**src/rtl/fpu_div_pkg.sv**
```systemverilog
// Shared definitions for the divide pipe: sequencer state encoding and iteration counts.
package fpu_div_pkg;

   localparam int CNT_W    = 6;
   localparam int ITER_DBL = 55;
   localparam int ITER_SNG = 26;

   typedef enum logic [2:0] {
      IDLE = 3'd0,
      NORM = 3'd1,
      SHL  = 3'd2,
      LOAD = 3'd3,
      ITER = 3'd4,
      SPCL = 3'd5,
      RND  = 3'd6,
      DONE = 3'd7
   } div_state_e;

endpackage

```
**src/rtl/fpu_div_iter_cnt.sv**
```systemverilog
// Loadable down-counter for the subtract iterations; saturates at 1 so the last flag is stable.
module fpu_div_iter_cnt import fpu_div_pkg::*; (
   input  logic             clk,
   input  logic             rst,
   input  logic             load,
   input  logic [CNT_W-1:0] load_val,
   input  logic             dec,
   output logic             last
);

   logic [CNT_W-1:0] count_reg;

   always_ff @(posedge clk) begin
      if (rst) begin
         count_reg <= '0;
      end else if (load) begin
         count_reg <= load_val;
      end else if (dec && (count_reg > CNT_W'(1))) begin
         count_reg <= count_reg - CNT_W'(1);
      end
   end

   assign last = (count_reg == CNT_W'(1));

endmodule

```
**src/rtl/fpu_div_iter_ctl.sv**
```systemverilog
// Divide fraction-datapath sequencer: steps normalize, shift, iterate and round phases
// and hands the result to the output stage with a done/dest_rdy handshake.
module fpu_div_iter_ctl #(
   parameter int ITER_DBL = fpu_div_pkg::ITER_DBL,
   parameter int ITER_SNG = fpu_div_pkg::ITER_SNG
) (
   input  logic rclk,
   input  logic rst,
   input  logic div_start,
   input  logic div_dblop,
   input  logic div_special,
   input  logic div_frac_add_54,
   input  logic div_frac_out_53,
   input  logic div_dest_rdy,
   output logic div_busy,
   output logic div_done,
   output logic d1stg_step,
   output logic d3stg_fdiv,
   output logic d4stg_fdiv,
   output logic d5stg_fdivb,
   output logic d6stg_fdiv,
   output logic d6stg_fdivd,
   output logic d6stg_fdivs,
   output logic div_frac_add_in1_add,
   output logic div_frac_add_in1_load,
   output logic div_frac_add_in2_load,
   output logic div_frac_out_add_in1,
   output logic div_frac_out_add,
   output logic div_frac_out_shl1_dbl,
   output logic div_frac_out_shl1_sng,
   output logic div_frac_out_load,
   output logic d6stg_frac_out_shl1,
   output logic d6stg_frac_out_nosh
);
   import fpu_div_pkg::*;

   div_state_e       state_reg;
   logic             dbl_reg;
   logic             special_reg;
   logic             rnd_done_reg;
   logic             accept;
   logic             cnt_last;
   logic [CNT_W-1:0] cnt_load_val;

   // The quotient bit (!div_frac_add_54) is consumed by the datapath directly.
   logic unused_add_54;
   assign unused_add_54 = div_frac_add_54;

   assign accept = div_start && !rst &&
                   ((state_reg == IDLE) || ((state_reg == DONE) && div_dest_rdy));
   assign cnt_load_val = dbl_reg ? CNT_W'(ITER_DBL) : CNT_W'(ITER_SNG);

   fpu_div_iter_cnt u_cnt (
      .clk      (rclk),
      .rst      (rst),
      .load     (state_reg == LOAD),
      .load_val (cnt_load_val),
      .dec      (state_reg == ITER),
      .last     (cnt_last)
   );

   always_ff @(posedge rclk) begin
      if (rst) begin
         state_reg    <= IDLE;
         dbl_reg      <= 1'b0;
         special_reg  <= 1'b0;
         rnd_done_reg <= 1'b0;
      end else begin
         rnd_done_reg <= 1'b0;
         if (accept) begin
            dbl_reg     <= div_dblop;
            special_reg <= div_special;
         end
         unique case (state_reg)
            IDLE: if (accept) state_reg <= NORM;
            NORM: state_reg <= SHL;
            SHL:  state_reg <= LOAD;
            LOAD: state_reg <= special_reg ? SPCL : ITER;
            ITER: if (cnt_last) state_reg <= RND;
            SPCL: state_reg <= DONE;
            RND: begin
               state_reg    <= DONE;
               rnd_done_reg <= 1'b1;
            end
            DONE: if (div_dest_rdy) state_reg <= accept ? NORM : IDLE;
            default: state_reg <= IDLE;
         endcase
      end
   end

   always_comb begin
      div_busy              = (state_reg != IDLE);
      div_done              = 1'b0;
      d1stg_step            = accept;
      d3stg_fdiv            = 1'b0;
      d4stg_fdiv            = 1'b0;
      d5stg_fdivb           = 1'b0;
      d6stg_fdiv            = 1'b0;
      d6stg_fdivd           = 1'b0;
      d6stg_fdivs           = 1'b0;
      div_frac_add_in1_add  = 1'b0;
      div_frac_add_in1_load = 1'b0;
      div_frac_add_in2_load = 1'b0;
      div_frac_out_add_in1  = 1'b0;
      div_frac_out_add      = 1'b0;
      div_frac_out_shl1_dbl = 1'b0;
      div_frac_out_shl1_sng = 1'b0;
      div_frac_out_load     = 1'b0;
      d6stg_frac_out_shl1   = 1'b0;
      d6stg_frac_out_nosh   = 1'b0;
      unique case (state_reg)
         SHL: d3stg_fdiv = 1'b1;
         LOAD: begin
            d4stg_fdiv            = 1'b1;
            div_frac_add_in1_load = 1'b1;
            div_frac_add_in2_load = 1'b1;
            div_frac_out_load     = 1'b1;
         end
         ITER: begin
            d5stg_fdivb           = 1'b1;
            div_frac_add_in1_add  = 1'b1;
            div_frac_add_in1_load = 1'b1;
            div_frac_out_load     = 1'b1;
            div_frac_out_shl1_dbl = dbl_reg;
            div_frac_out_shl1_sng = !dbl_reg;
         end
         SPCL: begin
            div_frac_out_add_in1 = 1'b1;
            div_frac_out_load    = 1'b1;
         end
         RND: begin
            d6stg_fdiv            = 1'b1;
            d6stg_fdivd           = dbl_reg;
            d6stg_fdivs           = !dbl_reg;
            div_frac_add_in1_load = 1'b1;
            div_frac_add_in2_load = 1'b1;
            d6stg_frac_out_nosh   = div_frac_out_53;
            d6stg_frac_out_shl1   = !div_frac_out_53;
         end
         DONE: begin
            // Rounded fraction is captured once; later stall cycles just hold it.
            div_done          = 1'b1;
            div_frac_out_add  = rnd_done_reg;
            div_frac_out_load = rnd_done_reg;
         end
         default: ;
      endcase
   end

endmodule

```
**config.mk**
```make
export PLATFORM = sky130hd
export DESIGN_NAME = fpu_div_iter_ctl
export DESIGN_NICKNAME = d
export VERILOG_FILES = /design/src/rtl/fpu_div_pkg.sv /design/src/rtl/fpu_div_iter_cnt.sv /design/src/rtl/fpu_div_iter_ctl.sv
export SDC_FILE = /design/constraint.sdc
export NUM_CORES = 1
export LEC_CHECK = 0
export CAP_MARGIN = 5
export CELL_PAD_IN_SITES_DETAIL_PLACEMENT = 0
export CELL_PAD_IN_SITES_GLOBAL_PLACEMENT = 1
export CORE_ASPECT_RATIO = 1.2
export CORE_MARGIN = 1
export CORE_UTILIZATION = 37
export DETAILED_ROUTE_END_ITERATION = 10
export DONT_BUFFER_PORTS = 1
export PLACE_DENSITY_LB_ADDON = 0.1
export SYNTH_ARGS = -nofsm -noshare
export SYNTH_HDL_FRONTEND = slang
export SYNTH_SLANG_ARGS = --single-unit
```
**constraint.sdc**
```tcl
create_clock -name rclk -period 1.4 [get_ports rclk]
set_input_delay 0.07 -clock rclk [delete_from_list [all_inputs] [get_ports rclk]]
set_output_delay 0.07 -clock rclk [all_outputs]
set_load 0.005 [all_outputs]
```
==> flow_metrics.py, run 1 <==
metrics = {
    "clock_tree": {
        "clkLatencyLatePin_ns": 0.27,
        "clk_pin_slew_ns": 0.08,
        "clk_path_buf_depth": 2,
        "cts_sinks": 12,
        "cts_tree": "done",
        "htreeDepth": 1,
        "root_buffer": "clkbuf_4",
        "cts_buffers": 3,
    },
    "synthesis": {
        "ys_async_sr_fraction": 0,
        "yosysSeqAreaShare": 0.330,
        "synth_top_area_share": 0.330,
        "ys_types": 33,
        "synth_compound_area_frac": 0.225,
        "syn-num-nets": 102,
        "synth_xor_xnor_area_share": 0.0241,
        "synth_ff_type": "dfxtp_1",
        "yosys_warnings": 0,
        "ys_seq_elements": 12,
        "synthTopCellsByArea": "dfxtp_1 (33%), nor2_1 (5.2%), a311oi_1 (4.8%)",
        "yosysTopAreaCell": "dfxtp_1",
        "synthSimpleGateAreaFrac": 0.279,
        "muxShareOfSynthArea": 0.0310,
        "netlist_instances": 92,
        "synth_top_family_by_area": "simple AND/OR/NAND/NOR gates",
        "synthAdderAreaFrac": 0.0344,
        "synth_edf_count": 0,
        "syn_avg_cell_area_sq_um": 7.90,
        "netlist_area_sq_um": 727,
    },
    "floorplan": {
        "start_util": 0.393,
        "dieWidth_um": 42.5,
        "core_sq_um": 1850,
        "die_h_um": 50.6,
        "io_pins": 27,
        "std_cell_rows": 17,
        "dieArea_sq_um": 2150,
    },
    "cells_and_area": {
        "instances_no_fill": 146,
        "final_cell_mix": "buf_4 (29), nor2_1 (9), nand2_1 (7), dfxtp_1 (7), dlygate4sd3_1 (6)",
        "antenna_cells": 0,
        "largest_reg_flops": 6,
        "layout_commonest_cell": "buf_4",
        "fillCellCount": 177,
        "drive_gt1_frac": 0.449,
        "area_growth_pct": 52.0,
        "final_net_count": 138,
    },
    "detailed_routing": {
        "vias": 779,
        "antenna_left": 0,
        "drt_pre_antenna_iters": 4,
        "first_iter_violations": 6,
        "via_per_inst": 5.34,
        "drc": 0,
        "routed_wl_um": 2050,
        "wl_per_cell_um": 14.1,
    },
    "sta": {
        "period_share": 1.10,
        "grt_setup_unrepaired": "yes",
        "final-setup-viol-count": 7,
        "tightestPinTransition_ns": 0.427,
        "slew_viol_final": 0,
        "setup_tns_ns": -0.578,
        "whs_ns": -0.0273,
        "postLayoutSetupSlackWorst_ns": -0.138,
        "fin_crit_ns": 1.54,
        "max_freq_mhz": 650,
        "skew_ns": 0.00234,
        "hold_violations": 1,
        "slew_headroom": 0.715,
    },
    "critical_path": {
        "crit_arrival_ns": 1.71,
        "cp.required_ns": 1.57,
        "crit_type": "flip-flop to flip-flop",
        "crit_fanout": 7,
        "crit_path_start_kind": "flip-flop",
        "cp-end-kind": "flip-flop",
    },
    "global_routing": {
        "grt_overflow": 0,
        "grt.total_usage": 0.199,
        "antenna_found_initial": 0,
        "grt_pass1_wl_um": 3220,
        "grt_max_degree": 13,
        "grt_pass1_vias": 726,
    },
    "power_and_ir_drop": {
        "vdd_ir_drop_max_uv": 816,
        "power.total_uw": 904,
        "p_leak_nw": 0.488,
        "powerDensity_nw_per_um2": 819,
    },
    "worst_hold_path": {
        "hold_class": "primary input to flip-flop",
    },
    "run_status": {
        "outcome": "finished with violations",
        "failed_checks": "negative hold slack, negative setup slack",
    },
    "place": {
        "io_buffer_count": 0,
        "dp_cells": 135,
        "gp_congestion": 0.792,
        "dp_hpwl_um": 1490,
    },
    "job": {
        "maxCapViolations": 0,
    },
}
where the power goes:
part	leakage (nW)	total (mW)	internal, mW	switching [mW]
combinational	0.366	0.234	0.123	0.111
clock	0.0210	0.282	0.158	0.124
sequential	0.100	0.388	0.363	0.0254
total	0.488	0.904	0.644	0.260
Yosys cell counts (3+ instances only):
cell type,count
nand2_1,7
a311oi_1,4
nor2_1,10
a211oi_1,3
inv_1,8
and3_1,3
nand3_1,4
and2_1,5
o21ai_0,3
dfxtp_1,12
per-layer routing:
layer | track usage | share of wire | up-vias
li1 | - | - | 393
met1 | 0.238 | 0.43 | 371
met2 | 0.349 | 0.54 | 13
met3 | 0.0216 | 0.023 | 2
met4 | 0.0938 | 0.0049 | 0
met5 | 0 | 0 | -
timing repair:
item / CTS / global route
hold buffers: 3 / 3
gates resized for setup: 9 / 6
endpoints found under the setup margin: 12 / 15
buffers inserted: 1 / 0
pin swaps: 3 / 3
hold endpoints to repair: 12 / 9
worst max-delay path, cell delays in order (launching register included):
cell and delay, ns:
dfxtp_1 0.32, or4_4 0.57, o21ai_4 0.26, nor2_1 0.06
o31a_1 0.23
final cells by class:
type / instances / area [sq um] / share of cell area
Multi-Input combinational cell: 67 / 484 / 0.438
Timing Repair Buffer: 35 / 278 / 0.251
Sequential cell: 12 / 249 / 0.225
Clock buffer: 4 / 36.3 / 0.0328
Inverter: 9 / 33.8 / 0.0306
Tap cell: 19 / 23.8 / 0.0215
per-stage QoR:
stage / util / setup WS, ns / cell area, sq um / hold slack (ns)
6_report: 0.597 / -0.138 / 1100 / -0.0273
5_1_grt: 0.597 / -0.169 / 1100 / 0.0164
4_1_cts: 0.571 / -0.107 / 1060 / -0.162
3_5_place_dp: 0.517 / -0.0927 / 956 / 0.139
3_3_place_gp: 0.517 / -0.0865 / 956 / 0.142
2_1_floorplan: - / -0.0465 / 746 / 0.167
final timing paths:
path / from / end / slack [ns] / cells after the start
worst max-delay path: u_cnt.count_reg[3]$_SDFFE_PP0P_ / u_cnt.count_reg[0]$_SDFFE_PP0P_ / -0.14 / 4
worst min register to register: u_cnt.count_reg[1]$_SDFFE_PP0P_ / u_cnt.count_reg[1]$_SDFFE_PP0P_ / 0.56 / 2
worst max register to register: u_cnt.count_reg[3]$_SDFFE_PP0P_ / u_cnt.count_reg[0]$_SDFFE_PP0P_ / -0.14 / 4
worst min-delay path: div_start / state_reg[0]$_SDFFE_PP0P_ / -0.03 / 2
cell families after synthesis:
group / count (synthesis)
buffers and inverters: 13
AOI/OAI and AO/OA: 22
adders and majority gates: 2
xor gates and xnor gates: 2
DFF: 12
muxes: 2
and+or+nand+nor: 39
Power figures use the tool's default switching activity.
==> run 2, diff against run 1 <==
Settings changed: CORE_UTILIZATION 37 to 40, CTS_BUF_LIST from default to sky130_fd_sc_hd__clkbuf_8, HOLD_SLACK_MARGIN from default to 0.05.
==> run 2 against run 1 <==
Net effect: the flow still finishes with violations (negative hold slack, negative setup slack); register-to-register slack improved by 0.02 ns; final area fell by 1.9%; first-iteration DRC count rose to 2.5 times the previous value; clock-buffer cell count did not move; sequential power barely moved; combinational power fell by 3%; global-route usage rose by 1.3 points; utilization rose by 5.5 points; clock power rose by 37%; largest power group is now clock; highest routed layer unchanged.
==> flow_metrics.py, run 2 (synthesized netlist as in run 1, its figures left out) <==
metrics = {
    "job": {
        "maxCapViolations": 0,
    },
    "critical_path": {
        "crit_fanout": 7,
        "reg2reg_from": "u_cnt.count_reg[2]$_SDFFE_PP0P_",
        "crit_type": "flip-flop to flip-flop",
        "startpoint": "u_cnt.count_reg[2]$_SDFFE_PP0P_",
        "cp-end-kind": "flip-flop",
        "cp.required_ns": 1.53,
        "rrSetupSlack_ns": -0.12,
        "crit_arrival_ns": 1.65,
        "r2r_cells": 4,
        "reg2reg_to": "u_cnt.count_reg[0]$_SDFFE_PP0P_",
        "crit_path_start_kind": "flip-flop",
    },
    "floorplan": {
        "dieArea_sq_um": 1990,
        "io_pins": 27,
        "dieWidth_um": 40.9,
        "die_h_um": 48.7,
        "core_sq_um": 1660,
        "std_cell_rows": 16,
        "start_util": 0.437,
    },
    "detailed_routing": {
        "via_per_inst": 5.48,
        "drc": 0,
        "drt_pre_antenna_iters": 2,
        "antenna_left": 0,
        "vias": 772,
        "wl_per_cell_um": 13.2,
        "routed_wl_um": 1860,
        "first_iter_violations": 15,
    },
    "run_status": {
        "failed_checks": "negative hold slack, negative setup slack",
        "outcome": "finished with violations",
    },
    "sta": {
        "setup_tns_ns": -0.444,
        "whs_ns": -0.118,
        "period_share": 1.08,
        "tightestPinTransition_ns": 0.237,
        "final-setup-viol-count": 6,
        "fin_crit_ns": 1.52,
        "max_freq_mhz": 659,
        "grt_setup_unrepaired": "yes",
        "slew_headroom": 0.841,
        "postLayoutSetupSlackWorst_ns": -0.117,
        "skew_ns": 0.000897,
        "slew_viol_final": 0,
        "hold_violations": 9,
    },
    "cells_and_area": {
        "area_growth_pct": 49.1,
        "layout_commonest_cell": "buf_4",
        "final_cell_mix": "buf_4 (28), nor2_1 (9), inv_1 (8)",
        "antenna_cells": 0,
        "drive_gt1_frac": 0.431,
        "final_net_count": 134,
        "utilization": 0.652,
        "largest_reg_flops": 6,
        "fin_area_sq_um": 1080,
    },
    "worst_hold_path": {
        "hold_path_end": "state_reg[0]$_SDFFE_PP0P_",
        "hold_class": "primary input to flip-flop",
        "min_from": "rst",
        "worstHoldPathCells": 1,
    },
    "place": {
        "dpl_cell_area_sq_um": 925,
        "gp_congestion": 0.675,
        "dp_hpwl_um": 1400,
        "dpl_worst_slack_ns": -0.100,
        "io_buffer_count": 0,
    },
    "global_routing": {
        "grt.total_usage": 0.212,
        "grt_max_degree": 13,
        "antenna_found_initial": 0,
        "grt_overflow": 0,
        "grt_pass1_wl_um": 2960,
        "grt_pass1_vias": 729,
    },
    "clock_tree": {
        "clk_pin_slew_ns": 0.06,
        "clk_path_buf_depth": 2,
        "cts_sinks": 12,
        "cts_tree": "done",
        "cts_buffers": 3,
        "clkLatencyLatePin_ns": 0.24,
        "htreeDepth": 1,
        "root_buffer": "clkbuf_8",
        "ctsHoldBuffers": 3,
    },
    "power_and_ir_drop": {
        "p_leak_nw": 0.481,
        "powerDensity_nw_per_um2": 919,
        "vdd_ir_drop_max_uv": 468,
    },
}
run 2: report_power, final:
group | switching, mW | internal, mW | total [mW]
Sequential | 0.0210 | 0.364 | 0.385
Combinational | 0.106 | 0.120 | 0.226
Clock | 0.137 | 0.249 | 0.386
Total | 0.264 | 0.732 | 0.996
run 2: worst max-delay path by stage:
stage / to / slack, ns / depth (start not counted)
3_3_place_gp: u_cnt.count_reg[0]$_SDFFE_PP0P_ / -0.08 / 4
2_1_floorplan: u_cnt.count_reg[0]$_SDFFE_PP0P_ / -0.05 / 4
4_1_cts: u_cnt.count_reg[0]$_SDFFE_PP0P_ / -0.11 / 4
6_report: u_cnt.count_reg[0]$_SDFFE_PP0P_ / -0.12 / 4
5_1_grt: u_cnt.count_reg[3]$_SDFFE_PP0P_ / -0.17 / 4
3_5_place_dp: u_cnt.count_reg[0]$_SDFFE_PP0P_ / -0.10 / 4
run 2: worst max-delay path, stage by stage, from the launching register on:
cell and delay [ns]:
dfxtp_2 0.32, or4_4 0.57, o21ai_4 0.22, nor2_1 0.06
o31a_1 0.23
run 2: layout make-up:
cell class	count	area (sq um)
fillers	157	578
inverters	9	33.8
multi-input cells	67	482
clock buffers	4	55.1
well taps	18	22.5
flip-flops and latches	12	250
repair buffers	31	240
run 2: layer usage:
| layer | global-route usage | vias up | part of all wire |
|---|---|---|---|
| met5 | 0 | - | 0 |
| li1 | - | 383 | - |
| met1 | 0.255 | 372 | 0.42 |
| met2 | 0.344 | 13 | 0.53 |
| met4 | 0.100 | 0 | 0.015 |
| met3 | 0.0321 | 4 | 0.027 |
run 2: stage by stage:
stage	std cells	hold WS [ns]	total power [mW]
6_report	141	-0.118	0.996
5_1_grt	141	-0.120	1.04
4_1_cts	139	-0.117	0.982
3_5_place_dp	130	0.143	0.584
3_3_place_gp	130	0.140	0.584
2_1_floorplan	92	0.167	0.511
run 2: repair_timing:
item                                    4_1_cts  5_1_grt
resized for setup                             5        7
buffers inserted                              2        2
pin swaps                                     4        9
endpoints found under the setup margin        8       13
hold endpoints to repair                     12        9
